File: config.mk
export PLATFORM = sky130hd
export DESIGN_NAME = piso_shift_reg
export DESIGN_NICKNAME = d
export VERILOG_FILES = /design/src/rtl/piso_shift_reg.sv
export SDC_FILE = /design/constraint.sdc
export NUM_CORES = 1
export LEC_CHECK = 0
export BUFFER_PORTS_ARGS = -buffer_cell sky130_fd_sc_hd__buf_2
export CAP_MARGIN = 40
export CORE_AREA = 2 2 39 41
export CTS_CLUSTER_SIZE = 10
export DETAILED_ROUTE_END_ITERATION = 7
export DIE_AREA = 0 0 41 43
export PLACE_DENSITY = 0.49
export SKIP_CTS_REPAIR_TIMING = 1
export SYNTH_ARGS = -nofsm -noshare
export SYNTH_HDL_FRONTEND = slang
export SYNTH_SLANG_ARGS = --single-unit
File: constraint.sdc
create_clock -name clk -period 2.74 [get_ports clk]
set_input_delay 0.822 -clock clk [delete_from_list [all_inputs] [get_ports clk]]
set_output_delay 0.822 -clock clk [all_outputs]
set_load 0.02 [all_outputs]
File: src/rtl/piso_shift_reg.sv
// Parallel-in serial-out shifter: accepts a word via valid/ready and emits it one bit per clock.
// First bit appears the cycle after the accepting edge; back-to-back words stream with no gap.
module piso_shift_reg #(
  parameter int WIDTH     = 4,
  parameter bit MSB_FIRST = 1'b1
) (
  input  logic             clk,
  input  logic             rst_n,
  input  logic [WIDTH-1:0] din,
  input  logic             din_valid,
  output logic             din_ready,
  output logic             sout,
  output logic             sout_valid,
  output logic             busy,
  output logic             done
);

  localparam int CNT_W = (WIDTH > 2) ? $clog2(WIDTH) : 1;
  localparam logic [CNT_W-1:0] LAST = CNT_W'(WIDTH - 1);

  typedef enum logic {IDLE, SHIFT} state_t;

  state_t           state;
  logic [WIDTH-1:0] shreg;
  logic [CNT_W-1:0] bit_cnt;
  logic [CNT_W-1:0] cnt_nxt;
  logic             take;

  assign take    = din_valid & din_ready;
  assign cnt_nxt = bit_cnt + CNT_W'(1);

  // Bit presented next from a word, and the word with that bit consumed.
  function automatic logic head(input logic [WIDTH-1:0] w);
    return MSB_FIRST ? w[WIDTH-1] : w[0];
  endfunction

  function automatic logic [WIDTH-1:0] advance(input logic [WIDTH-1:0] w);
    return MSB_FIRST ? {w[WIDTH-2:0], 1'b0} : {1'b0, w[WIDTH-1:1]};
  endfunction

  always_ff @(posedge clk or negedge rst_n) begin
    if (!rst_n) begin
      state      <= IDLE;
      shreg      <= '0;
      bit_cnt    <= '0;
      sout       <= 1'b0;
      sout_valid <= 1'b0;
      busy       <= 1'b0;
      done       <= 1'b0;
      din_ready  <= 1'b0;
    end else if (take) begin
      // Load from IDLE or from the last-bit cycle of the previous word.
      state      <= SHIFT;
      sout       <= head(din);
      shreg      <= advance(din);
      bit_cnt    <= '0;
      sout_valid <= 1'b1;
      busy       <= 1'b1;
      done       <= 1'b0;
      din_ready  <= 1'b0;
    end else if (state == SHIFT && bit_cnt != LAST) begin
      sout       <= head(shreg);
      shreg      <= advance(shreg);
      bit_cnt    <= cnt_nxt;
      done       <= (cnt_nxt == LAST);
      din_ready  <= (cnt_nxt == LAST);
    end else begin
      // Idle, or finishing a word with nothing queued behind it.
      state      <= IDLE;
      shreg      <= '0;
      bit_cnt    <= '0;
      sout       <= 1'b0;
      sout_valid <= 1'b0;
      busy       <= 1'b0;
      done       <= 1'b0;
      din_ready  <= 1'b1;
    end
  end

endmodule

Yosys cells after proc, flatten, opt, wreduce, memory -nomap -nowiden:

Index checks and enable logic that the tools add are counted.

* flip-flop bits (word level): 10
* input port bits: 7
* output and inout bits: 5
* logic and storage cells: 24

* add/subtract/negate cells: 1
* equal/unequal tests: 3
* mux-type cells: 12
* bitwise gates (word level): 1
* reduce and logical (&&, ||, !) cells: 1

Operators with widths (number)
* two-way mux 1 bit: 8
* two-way mux 4 bit: 2
* two-way mux 2 bit: 2
* != test 2 bit (second input constant): 2
* adder 2 x 1 -> 2 bit (second input constant): 1
* == test 2 bit (second input constant): 1
* AND 1 bit: 1
* logical AND 1 bit: 1

Depth between registers and ports, before layout:

* word-level depth: 4
* gate-level depth with buffers: 3
* mapped depth without buffers: 3

Worst setup path before layout:

Ideal clock, no wire load.

* path type: reg-to-output
* from: register, netlist name state
* to: output port sout_valid
* arrival time: 0.644 ns
* required time: 1.918 ns
* slack: 1.274 ns
* cell stages (with the launch flop): 2
* path buffers: 1
* cells stage by stage: dfrtp_1 > buf_4

RTL lines
* to (decl): line 13 `output logic sout_valid,`

Final worst setup path:

* from: register din_ready
* to: output port din_ready

RTL lines
* from (decl): line 11 `output logic din_ready,`
* from (signal assigned): line 66 `din_ready <= (cnt_nxt == LAST);`

No word-level cell between the ends.

==> qor.yml <==
final_layout:
  multi_input_area_um2: 140.1
  drive_gt1_share_pct: 42.86
  final_cell_mix: "buf_2 (11), dfrtp_1 (9), and3_1 (5)"
  area_growth_pct: 24.92
  n_antenna_cell: 0
  num-nets-final: 52
  nFillCells: 151
  seq_area_um2: 225.2
  final_common_cell: "buf_2"
die:
  die_area_um2: 1763
  die_w_um: 41
  start_util_pct: 27.22
  num_io_pins: 12
  coreArea_um2: 1384
  core.rowCount: 14
  fp.dieH_um: 43
run:
  maxCapViolCount: 0
grt:
  grt_pass1_vias: 235
  grt_max_degree: 10
  antenna_found_initial: 0
  grt-ovfl-total: 0
  grt_pass1_wl_um: 1007
  grtUsageTotal_pct: 8.869
critical_path:
  start_kind: "flop"
  r2r-end: "din_ready$_DFF_PN0_"
  crit_family: "flip-flops"
  crit_buf_inv: 1
  path_cells: "buf_2"
  cp.required_ns: 1.92
  slowest_stage: "dfrtp_1"
  cp-end-kind: "output pin"
  reg2reg_depth: 3
  critPathKind: "flop to output pin"
  critPathMaxStageDelay_ns: 0.41
  cp_max_fo: 6
  r2r_setup_slack_ns: 1.61
  cp.arrival_ns: 0.85
  timing.rr.start: "bit_cnt[0]$_DFF_PN0_"
yosys:
  synth_xor_area_share_pct: 0
  yosysSeqAreaShare_pct: 59.80
  synthMuxAreaShare_pct: 0
  synth_area_um2: 376.6
  synth-seq-cells: 9
  yosys_warnings: 0
  synth_top_family_by_area: "simple AND/OR/NAND/NOR gates"
  syn_avg_cell_area_um2: 13.45
  synth.distinct_cells: 13
  synth_fa_ha_area_share_pct: 6.645
  yosys.area_share.simple_pct: 21.59
  synth_fp_nets: 37
  syn_inst: 28
  synth_compound_area_share_pct: 8.970
timing:
  fmax_mhz: 598.7
  fin_crit_ns: 1.670
  period_share_pct: 60.96
  rsz0062_at_grt: "false"
  setup_viol: 0
  finalHoldViolCount: 0
  holdWs_ns: 0.4001
  relSlewSlack_pct: 86.89
  slew_violations: 0
  finClkSkew_ns: 0.009085
  setup_tns_ns: 0
  worst_slew_pin_slew_ns: 0.1967
power:
  power_density_nw_per_um2: 1047
  leakage_uw: 0.0002624
  irDropWorstVdd_mv: 0.5231
placed_design:
  io_buffers: 11
  gp_congestion: 0.7073
  detailed_place_hpwl_um: 497.3
routing:
  wl_per_cell_um: 10.52
  dr.pass1.iters: 2
  vias: 251
  drc: 0
  route.final.wire_length_um: 610
  ant_nets: 0
  drt-initial-drc-count: 8
  via_per_inst: 4.328
run_status:
  run_status: "finished clean"
clock_network:
  path_clk_slew_ns: 0.06
  tritoncts: "built"
  cts_buffer_depth: 2
  cts_root_buffer: "clkbuf_4"
  cts_buffers: 3
  cts_sinks: 9
  insertion_delay_ns: 0.26
  htree_levels: 1
min_path:
  hp-class: "input pin to asynchronous set/reset pin"
-- metrics by stage --
| step | total power, uW | util (%) | setup WS [ns] | std cells | area, um^2 |
|---|---|---|---|---|---|
| floorplan | 349.3 | - | 1.274 | 28 | 376.6 |
| global placement | 395.9 | 32.10 | 1.343 | 54 | 444.2 |
| detailed placement | 399.0 | 32.10 | 1.329 | 54 | 444.2 |
| CTS | 501.5 | 34.00 | 1.061 | 58 | 470.5 |
| global route | 529.6 | 34.00 | 1.005 | 58 | 470.5 |
| finish | 492.8 | 34.00 | 1.070 | 58 | 470.5 |
-- report_power, final --
part | leakage [uW] | switching [uW] | internal, uW
clock network | 0.0000150 | 43.1 | 55.9
logic | 0.000132 | 106 | 82.6
registers | 0.000115 | 26.0 | 179
total | 0.000262 | 175 | 318
-- Yosys cell counts --
| master | instances | area (um^2) |
|---|---|---|
| nor3b_2 | 1 | 12.51 |
| nand2b_1 | 1 | 6.260 |
| nand2_1 | 1 | 3.750 |
| buf_4 | 1 | 7.510 |
| and3_1 | 5 | 31.28 |
| o21a_1 | 1 | 7.510 |
| dfrtp_1 | 9 | 225.2 |
| nor2b_4 | 1 | 13.76 |
| inv_1 | 1 | 3.750 |
| a31o_1 | 3 | 26.28 |
| and3_2 | 1 | 7.510 |
| ha_1 | 2 | 25.02 |
| nand2_2 | 1 | 6.260 |
-- sequential cells by signal (all words and copies together), names as in the netlist --
name and flops:
bit_cnt 2, din_ready 1, done 1, shreg 3, sout 1, state 1
-- logic make-up after synthesis --
group	count (synthesis)
adders and majority gates	2
AOI/OAI and AO/OA	4
and+or+nand+nor	11
DFF	9
buffers and inverters	2
-- area by class of cell --
cell class	instances	share of cell area, %
clock buffers	4	5.585
inverters	1	0.7979
multi-input cells	17	29.79
flip-flops and latches	9	47.87
well taps	16	4.255
repair buffers	11	11.70
-- per-layer routing --
| metal | routed length, um | GRT usage (%) | vias up | part of all wire [%] |
|---|---|---|---|---|
| met3 | 54 | 6.806 | 0 | 8.9 |
| li1 | - | - | 126 | - |
| met5 | 0 | 0 | - | 0 |
| met1 | 275 | 11.49 | 116 | 45 |
| met2 | 280 | 10.63 | 9 | 46 |
| met4 | 0 | 4.000 | 0 | 0 |
-- worst max-delay path by stage --
stage,slack [ns],cells after the start,to,start
4_1_cts,1.06,1,din_ready,din_ready$_DFF_PN0_
5_1_grt,1.00,1,din_ready,din_ready$_DFF_PN0_
6_report,1.07,1,din_ready,din_ready$_DFF_PN0_
3_5_place_dp,1.33,3,shreg[2]$_DFF_PN0_,din_valid
3_3_place_gp,1.34,3,shreg[2]$_DFF_PN0_,din_valid
2_1_floorplan,1.27,1,sout_valid,state$_DFFE_PN0P_
No activity file was read; power rests on OpenSTA's default activity.
